==> src/rtl/mult_div_pkg.sv <==
`timescale 1ns/1ps
`default_nettype none
// ============================================================================
//  Module   : mult_div_pkg
//  Purpose  : Shared op encodings, FSM state type and helpers for the
//             sequential multiply/divide unit.
//  Revision : 1.0  initial release
// ============================================================================
package mult_div_pkg;

    // Operation encodings presented on op together with start
    localparam logic [1:0] OP_MULT  = 2'b00;
    localparam logic [1:0] OP_MULTU = 2'b01;
    localparam logic [1:0] OP_DIV   = 2'b10;
    localparam logic [1:0] OP_DIVU  = 2'b11;

    // Sequencer states
    typedef enum logic [1:0] {
        ST_IDLE = 2'b00,
        ST_RUN  = 2'b01,
        ST_FIX  = 2'b10,
        ST_DONE = 2'b11
    } state_t;

    // Divide ops share the upper encoding bit
    function automatic logic is_div(input logic [1:0] op_i);
        return op_i[1];
    endfunction

    // Signed ops have the lower encoding bit clear
    function automatic logic is_signed_op(input logic [1:0] op_i);
        return ~op_i[0];
    endfunction

endpackage : mult_div_pkg
`default_nettype wire

==> src/rtl/mult_div_signfix.sv <==
`timescale 1ns/1ps
`default_nettype none
// ============================================================================
//  Module   : mult_div_signfix
//  Purpose  : Combinational sign handling. Input side turns raw operands into
//             magnitudes and result signs; output side re-applies the signs
//             to the unsigned product or quotient/remainder.
//  Revision : 1.0  initial release
// ============================================================================
module mult_div_signfix #(
    parameter int WIDTH = 32
) (
    // Input side: raw operands at acceptance time
    input  logic                 i_signed,
    input  logic [WIDTH-1:0]     i_a,
    input  logic [WIDTH-1:0]     i_b,
    output logic [WIDTH-1:0]     o_mag_a,
    output logic [WIDTH-1:0]     o_mag_b,
    output logic                 o_neg_q,
    output logic                 o_neg_r,
    // Output side: unsigned iteration result and latched signs
    input  logic                 i_fix_div,
    input  logic                 i_neg_q,
    input  logic                 i_neg_r,
    input  logic [2*WIDTH-1:0]   i_acc,
    output logic [WIDTH-1:0]     o_hi,
    output logic [WIDTH-1:0]     o_lo
);

    logic                 w_a_neg;
    logic                 w_b_neg;
    logic [2*WIDTH-1:0]   w_prod;
    logic [WIDTH-1:0]     w_rem;
    logic [WIDTH-1:0]     w_quo;

    // Magnitude extraction; the minimum value maps onto itself, which is the
    // correct unsigned magnitude 2^(WIDTH-1).
    always_comb begin
        w_a_neg = i_signed & i_a[WIDTH-1];
        w_b_neg = i_signed & i_b[WIDTH-1];
        o_mag_a = w_a_neg ? (~i_a + 1'b1) : i_a;
        o_mag_b = w_b_neg ? (~i_b + 1'b1) : i_b;
        o_neg_q = w_a_neg ^ w_b_neg;
        o_neg_r = w_a_neg;
    end

    // Result sign restoration: full-width negate for products, per-half for
    // quotient (sign a^b) and remainder (sign of the dividend).
    always_comb begin
        w_prod = i_neg_q ? (~i_acc + 1'b1) : i_acc;
        w_rem  = i_neg_r ? (~i_acc[2*WIDTH-1:WIDTH] + 1'b1) : i_acc[2*WIDTH-1:WIDTH];
        w_quo  = i_neg_q ? (~i_acc[WIDTH-1:0] + 1'b1) : i_acc[WIDTH-1:0];
        if (i_fix_div) begin
            o_hi = w_rem;
            o_lo = w_quo;
        end else begin
            o_hi = w_prod[2*WIDTH-1:WIDTH];
            o_lo = w_prod[WIDTH-1:0];
        end
    end

endmodule : mult_div_signfix
`default_nettype wire

==> src/rtl/mult_div_seq.sv <==
`timescale 1ns/1ps
`default_nettype none
// ============================================================================
//  Module   : mult_div_seq
//  Purpose  : Multi-cycle signed/unsigned multiply and divide, one bit per
//             cycle, producing HI/LO with a done pulse and div-by-zero flag.
//  Revision : 1.0  initial release
// ============================================================================
module mult_div_seq
    import mult_div_pkg::*;
#(
    parameter int WIDTH = 32
) (
    input  logic              clock,
    input  logic              reset,
    input  logic              start,
    input  logic [1:0]        op,
    input  logic [WIDTH-1:0]  a_in,
    input  logic [WIDTH-1:0]  b_in,
    output logic              busy,
    output logic              done,
    output logic [WIDTH-1:0]  hi_out,
    output logic [WIDTH-1:0]  lo_out,
    output logic              div_by_zero
);

    localparam int CNT_W = $clog2(WIDTH + 1);

    state_t               r_state;
    logic [CNT_W-1:0]     r_cnt;
    logic                 r_is_div;
    logic                 r_neg_q;
    logic                 r_neg_r;
    logic [WIDTH-1:0]     r_opnd;      // multiplicand or divisor magnitude
    logic [2*WIDTH-1:0]   r_acc;       // mult: {partial, multiplier}; div: {rem, quotient}

    logic [WIDTH-1:0]     w_mag_a;
    logic [WIDTH-1:0]     w_mag_b;
    logic                 w_neg_q;
    logic                 w_neg_r;
    logic [WIDTH-1:0]     w_fix_hi;
    logic [WIDTH-1:0]     w_fix_lo;
    logic [WIDTH:0]       w_sum;
    logic [2*WIDTH-1:0]   w_mul_next;
    logic [WIDTH:0]       w_shift;
    logic                 w_ge;
    logic [WIDTH-1:0]     w_diff;
    logic [2*WIDTH-1:0]   w_div_next;
    logic                 w_accept;

    mult_div_signfix #(
        .WIDTH (WIDTH)
    ) u_signfix (
        .i_signed  (is_signed_op(op)),
        .i_a       (a_in),
        .i_b       (b_in),
        .o_mag_a   (w_mag_a),
        .o_mag_b   (w_mag_b),
        .o_neg_q   (w_neg_q),
        .o_neg_r   (w_neg_r),
        .i_fix_div (r_is_div),
        .i_neg_q   (r_neg_q),
        .i_neg_r   (r_neg_r),
        .i_acc     (r_acc),
        .o_hi      (w_fix_hi),
        .o_lo      (w_fix_lo)
    );

    // One iteration of shift-add multiply and restoring divide
    always_comb begin
        w_sum      = {1'b0, r_acc[2*WIDTH-1:WIDTH]} + (r_acc[0] ? {1'b0, r_opnd} : {(WIDTH+1){1'b0}});
        w_mul_next = {w_sum, r_acc[WIDTH-1:1]};
        w_shift    = {r_acc[2*WIDTH-1:WIDTH], r_acc[WIDTH-1]};
        w_ge       = (w_shift >= {1'b0, r_opnd});
        // The true difference always fits in WIDTH bits when w_ge is set
        w_diff     = w_shift[WIDTH-1:0] - r_opnd;
        w_div_next = {(w_ge ? w_diff : w_shift[WIDTH-1:0]), r_acc[WIDTH-2:0], w_ge};
        w_accept   = start & ((r_state == ST_IDLE) | (r_state == ST_DONE));
    end

    // Sequencer, iteration datapath and registered outputs
    always_ff @(posedge clock or posedge reset) begin
        if (reset) begin
            r_state     <= ST_IDLE;
            r_cnt       <= '0;
            r_is_div    <= 1'b0;
            r_neg_q     <= 1'b0;
            r_neg_r     <= 1'b0;
            r_opnd      <= '0;
            r_acc       <= '0;
            busy        <= 1'b0;
            done        <= 1'b0;
            hi_out      <= '0;
            lo_out      <= '0;
            div_by_zero <= 1'b0;
        end else begin
            done <= 1'b0;
            case (r_state)
                ST_IDLE, ST_DONE: begin
                    if (w_accept) begin
                        r_is_div    <= is_div(op);
                        r_neg_q     <= w_neg_q;
                        r_neg_r     <= w_neg_r;
                        div_by_zero <= 1'b0;
                        if (is_div(op) && (b_in == '0)) begin
                            // Divide by zero completes immediately, hi/lo kept
                            r_state     <= ST_DONE;
                            done        <= 1'b1;
                            div_by_zero <= 1'b1;
                        end else begin
                            r_state <= ST_RUN;
                            busy    <= 1'b1;
                            r_cnt   <= CNT_W'(WIDTH);
                            r_opnd  <= is_div(op) ? w_mag_b : w_mag_a;
                            r_acc   <= {{WIDTH{1'b0}}, (is_div(op) ? w_mag_a : w_mag_b)};
                        end
                    end else begin
                        r_state <= ST_IDLE;
                    end
                end
                ST_RUN: begin
                    r_acc <= r_is_div ? w_div_next : w_mul_next;
                    r_cnt <= r_cnt - 1'b1;
                    if (r_cnt == CNT_W'(1)) begin
                        r_state <= ST_FIX;
                    end
                end
                ST_FIX: begin
                    hi_out  <= w_fix_hi;
                    lo_out  <= w_fix_lo;
                    busy    <= 1'b0;
                    done    <= 1'b1;
                    r_state <= ST_DONE;
                end
                default: begin
                    r_state <= ST_IDLE;
                    busy    <= 1'b0;
                end
            endcase
        end
    end

endmodule : mult_div_seq
`default_nettype wire

==> config.mk <==
export PLATFORM = sky130hd
export DESIGN_NAME = mult_div_seq
export DESIGN_NICKNAME = d
export VERILOG_FILES = /design/src/rtl/mult_div_pkg.sv /design/src/rtl/mult_div_signfix.sv /design/src/rtl/mult_div_seq.sv
export SDC_FILE = /design/constraint.sdc
export NUM_CORES = 1
export LEC_CHECK = 0
export ABC_CLOCK_PERIOD_IN_PS = 15250
export CORE_MARGIN = 2
export CORE_UTILIZATION = 50
export DETAILED_ROUTE_END_ITERATION = 6
export HOLD_SLACK_MARGIN = 0.06
export PLACE_DENSITY = 0.77
export SYNTH_ARGS = -nofsm -noshare
export SYNTH_HDL_FRONTEND = slang
export SYNTH_SLANG_ARGS = --single-unit
export TNS_END_PERCENT = 5
==> constraint.sdc <==
create_clock -name clock -period 15.25 [get_ports clock]
set_input_delay 3.05 -clock clock [delete_from_list [all_inputs] [get_ports clock]]
set_output_delay 3.05 -clock clock [all_outputs]
set_load 0.05 [all_outputs]
After elaboration in Yosys (flattened, before gate mapping)
Index checks and enable logic that the tools add are counted.

word-level totals
  word-level logic and storage cells = 78
  bits of input ports = 69
  register bits after elaboration = 174

operators by class
  reduce and logical (&&, ||, !) cells = 10
  equal/unequal tests = 7
  add/subtract/negate cells = 8
  bitwise gates (word level) = 12
  $lt $le $gt $ge = 1
  multiplexer cells = 28

operators with widths
  operator                 number
  $mux W32                 10
  $mux W64                 4
  $add A32 B1 Y32 const B  4
  $not A32 Y32             4
  $pmux W64 S2             1
  $add A64 B1 Y64 const B  1
  $not A64 Y64             1
  $add A32 B32 Y33         1
  $ge A33 B32 Y1           1
  $logic_not A32 Y1        1
  $sub A32 B32 Y32         1
  $mux W6                  2
  $pmux W6 S2              1
  $reduce_and A3 Y1        3
  $eq A6 B1 Y1 const B     1
  $mux W2                  3
  $ne A2 B2 Y1 const B     3
  $pmux W2 S3              1
  $sub A6 B1 Y6 const B    1
  $eq A2 B2 Y1 const B     2
  $mux W1                  4
  $pmux W1 S2              2
  $reduce_bool A2 Y1       2
  $and A1 B1 Y1            3
  8 further kinds          9

Depth between registers and ports, before layout
  depth in word-level cells = 7
  mapped depth = 14
  gate-level depth less buffers = 13

Hierarchy
A second synthesis with hierarchy kept.

unflattened totals
  cells, all modules = 1818
  area total of the unflattened synthesis = 15467.3 sq um

by module, submodules not included
  module            cells an instance  instances  seq. area each (sq um)  area each (sq um)
  mult_div_seq      1333               1          4354.2                  12281.8
  mult_div_signfix  485                1          0.0                     3185.6

Worst setup path before layout
No wires, ideal clock.

  path kind = input to register
  start point = input port a_in[3]
  end point = register r_acc[27]
  slack = 9.721 ns
  data required time = 15.124 ns
  stages on the path = 9
  arrival = 5.403 ns
  buffers on the path = 0
  cells stage by stage = or3_4 -> or4_4 -> nor3b_4 -> nand3_2 -> or4_4 -> o21ai_2 -> xor2_1 -> mux2i_1 -> a221o_1

on the way
  cells in the longest elaborated chain, start to end = 7

RTL lines
  what                  line                    source
  from (decl)           mult_div_seq.sv:18      input logic [WIDTH-1:0] a_in,
  $not A32 Y32          mult_div_signfix.sv:41  o_mag_a = w_a_neg ? (~i_a + 1'b1) : i_a;
  $add A32 B1 Y32       mult_div_signfix.sv:41
  $mux W32              mult_div_signfix.sv:41
  $mux W32              mult_div_seq.sv:115     r_acc <= {{WIDTH{1'b0}}, (is_div(op) ? w_mag_a : w_mag_b)};
  $mux W64              mult_div_seq.sv:105     if (is_div(op) && (b_in == '0)) begin
  $mux W64              mult_div_seq.sv:100     if (w_accept) begin
  $pmux W64 S2          mult_div_seq.sv:98      case (r_state)
  to (signal assigned)  mult_div_seq.sv:115
  to (signal assigned)  mult_div_seq.sv:122     r_acc <= r_is_div ? w_div_next : w_mul_next;
  to (decl)             mult_div_seq.sv:35      logic [2*WIDTH-1:0] r_acc;

Every way passes these cells. The select of a mux whose other input is x is not followed.
A chain may end at the register's enable or synchronous reset.

Worst setup path in the final report
  start point = input port b_in[3]
  end point = register r_cnt[5]

on the way
  cells in the longest elaborated chain, start to end = 4

RTL lines
  what                         line                 source
  from (decl)                  mult_div_seq.sv:19   input logic [WIDTH-1:0] b_in,
  $logic_not A32 Y1            mult_div_seq.sv:105
  $logic_and A1 B1 Y1          mult_div_seq.sv:105
  $ne A2 B2 Y1 (no line)       -
  $reduce_and A3 Y1 (no line)  -
  to (signal assigned)         mult_div_seq.sv:113  r_cnt <= CNT_W'(WIDTH);
  to (signal assigned)         mult_div_seq.sv:123  r_cnt <= r_cnt - 1'b1;
  to (decl)                    mult_div_seq.sv:30   logic [CNT_W-1:0] r_cnt;

Every way passes these cells.

==> results.md <==
- Status: finished clean
- Via count: 14.06k
- CP bufs+invs: 2
- Htree depth: 4
- RSZ-0062 raised after global routing: false
- All-Layer GR Usage: 29.54%
- Critical Path Source Type: input pin
- Pin count of the biggest net entering global routing: 115
- Critical path class: input pin to flip-flop
- Post-Synthesis Cell Area: between 10000 and 15000 um2
- Final Worst Setup Slack: approximately 8000 ps
- Post-CTS Setup Bufs: 0
- R2R Path End: r_acc[61]
- Slew HR: approximately a quarter
- Synth-to-Final Area Change: 15.09%
- Clk slew on worst S/H paths: about 80 ps
- Synth warn: 0
- Ys async rst share: 100.0%
- Antenna violations before repair: 0
- CP Cell Sequence: clkdlybuf4s50_1 -> nor4_1 -> nand4_1 -> nor4_4 -> or2_2 -> a21boi_4 -> buf_4 -> nor4_1 -> and3_1 -> o21ai_0
- Post-CTS resize count: 0
- Top cells by count, synth: nor2_1, a21oi_1, dfrtp_1
- DR pass1 iterations: 6
- Die area: between 30000 and 40000 um2
- WL final: 45110 um
- I/O Buffers: ~140
- DR iter-0 viols: 1329
- Clock Path Buffers: 2
- Period utilisation layout: between 40% and 50%
- Hold endpoint: r_opnd[20]
- Synth area leaders: dfrtp_1, a21oi_1, xor2_1, ha_1, nor2_1
- First-pass GRT wire length: between 70000 and 80000 um
- Final HPWL DP: 34240 um
- Sink Count: 174
- Slew @ Worst Pin: 1147 ps
- Arrival time worst endpoint: around 7600 ps
- Pwr/cell area: roughly 240 nW/um2
- Yosys top cell area share: a little under a third
- Largest area contributor in the netlist: dfrtp_1
- Prevailing post-synth register cell: dfrtp_1
- CORE AREA: around 29000 um2
- Routed length per placed instance: a little under 20 um
- Syn nets: 1966
- Number of global-route vias before repair: 13.15k
- Clock latency at the later pin of the worst-skew pair: ~450 ps
- Worst hold path cell count: 1
- CTS tree: done
- CTS buffer count: 17
- Hold Startpoint: r_opnd[20]
- R2R Setup Slk: around 11000 ps
- Flops & latches, synth: around 170
- Worst R2R Path Depth: 13
- Place WS: between 7000 and 8000 ps
- Worst hold path type: flip-flop to flip-flop
- Critical Path Max Stage Delay: between 800 and 900 ps
- EDFF count, synth: 0
- Nets@finish: a little over 2k
- Die Wd: 173.6 um
- Period minus WS final: just over 7000 ps
- Critical path capture point type: flip-flop
- Final setup viols: 0
- Max VDD drop: ~0.11 mV
- Worst Skew: between 10 and 15 ps
- Top-Level Pins: around 140
- Top delay family on crit path: simple AND/OR/NAND/NOR gates
- Syn Inst Count: 1823
- Syn avg cell area: between 7 and 8 um2
- ANT nets after route: 0
- Fin Setup TNS: 0 ps
- Post-synthesis sequential area ratio: about 30%
- DRC: 0
- Worst reg2reg startpoint: r_acc[0]
- Global route overflow: 0
- Crit-path slowest cell: or2_2
- Ant diodes: 0
- Placed inst area: between 15000 and 20000 um2
- Worst-path fanout max: between 60 and 70
- Share of layout cells above drive strength 1: 5.506%
- Lkg Pwr: 0.007113 uW
- Design Area, Final: about 17000 um2
- Count leader, synth: nor2_1
- Floorplan row count: 62
- Final RePlAce weighted congestion: 0.9974
- Cell variety after synth: 74
- Fmax: about 140 MHz
- Crit path top cell by count: nor4_1
- Hold Buf Count CTS: 0
- Worst EP required: between 15000 and 20000 ps
- Via density: ~6.1
- Starting Density: between 50% and 60%
- Root Buffer: clkbuf_16
- Die Y: ~170 um
- Final hold vios: 0
- Max-slew violation count: 0
- Max-Cap Viols: 0
cell usage in the layout (no fill, tap or decap), types with 4 or more instances in the layout:
| master | count |
|---|---|
| a21oi_1 | 229 |
| xor2_1 | 103 |
| o21ai_0 | 146 |
| o221ai_1 | 14 |
| dfrtp_1 | 173 |
| a22oi_1 | 19 |
| o21a_1 | 9 |
| ha_1 | 71 |
| inv_6 | 4 |
| nand2_1 | 154 |
| o21bai_1 | 6 |
| or2_2 | 6 |
| nor3_1 | 34 |
| o41ai_1 | 12 |
| o31a_1 | 6 |
| nand4_1 | 13 |
| a21o_1 | 30 |
| nand2b_1 | 13 |
| o31ai_1 | 26 |
| nand3_1 | 19 |
| inv_1 | 70 |
| nor2b_1 | 17 |
| buf_4 | 13 |
| mux2i_1 | 25 |
| o211ai_1 | 11 |
| and2_1 | 8 |
| or3_1 | 15 |
| and3_1 | 10 |
| or4_1 | 11 |
| clkbuf_16 | 17 |
| o21ai_1 | 6 |
| xnor2_1 | 72 |
| nor2_1 | 237 |
| a31oi_1 | 16 |
| a211oi_1 | 28 |
| mux2_2 | 34 |
| nor4_1 | 18 |
| clkdlybuf4s50_1 | 134 |
| o22ai_1 | 4 |
per-stage QoR:
stage	hold WS (ps)	instances	util, %	power, uW
2_1_floorplan	449.7	1823	-	2737
3_3_place_gp	464.5	2259	55.91	3384
3_5_place_dp	466.0	2259	55.91	3433
4_1_cts	483.2	2291	57.97	3898
5_1_grt	505.9	2291	57.97	4199
6_report	481.1	2291	57.97	3934
worst max path at each step:
| stage | end | slack (ps) | start | cells past startpoint |
|---|---|---|---|---|
| 2_1_floorplan | busy | 7480 | reset | 1 |
| 4_1_cts | r_cnt[5] | 8180 | b_in[3] | 10 |
| 5_1_grt | r_cnt[5] | 7720 | b_in[3] | 10 |
| 3_3_place_gp | r_cnt[5] | 7790 | b_in[15] | 10 |
| 3_5_place_dp | r_cnt[5] | 7690 | b_in[15] | 10 |
| 6_report | r_cnt[5] | 8020 | b_in[3] | 10 |
logic make-up (layout without fill, tap and decap cells):
group / Yosys count / after routing / synth area share (%)
fa+ha+maj: 74 / 74 / 6.544
simple gates: 579 / 579 / 18.67
compound gates: 595 / 595 / 24.89
xor+xnor: 175 / 175 / 10.66
mux: 59 / 59 / 4.403
flops: 174 / 174 / 30.28
buf+inv: 167 / 251 / 4.551
where the power goes:
group          switching, uW  total, uW  internal, uW  leakage (uW)
Combinational           1630       2570           944       0.00471
Sequential               244        917           673       0.00212
Clock                    202        448           246      0.000282
Total                   2070       3930          1860       0.00711
worst reg2reg max path: stages, from the launching register on:
cell     delay (ps)
dfrtp_1         500
inv_1           360
buf_4           360
nor2_1          100
ha_1            360
a21o_1          230
or4_1           410
o22a_1          230
o22ai_1         450
o31a_1          300
o21ai_0         280
a31oi_1         280
xor2_1          170
o21ai_0          90
routing by layer:
layer  part of all wire (%)  vias to the layer above  routed length (um)  track usage (%)
met5                      0                        -                   0                0
met4                    3.8                        0                1721            12.25
met3                    8.3                      118                3739            4.408
met2                     46                      586               20700            47.55
met1                     42                     6665               18950            39.94
li1                       -                     6694                   -                -
area by class of cell:
| cell class | count | area, um2 |
|---|---|---|
| Tap cell | 384 | 480.5 |
| Timing Repair Buffer | 148 | 1444 |
| Inverter | 71 | 271.5 |
| Sequential cell | 174 | 4355 |
| Clock inverter | 13 | 155.1 |
| Multi-Input combinational cell | 1482 | 9409 |
| Fill cell | 2661 | 12000 |
| Clock buffer | 19 | 432.9 |
sequential cells by signal (all words and copies together) (netlist names), 2 cells and up:
name     flops
r_opnd      32
r_cnt        6
hi_out      32
lo_out      32
r_state      2
r_acc       64
No activity file was read; power rests on OpenSTA's default activity.
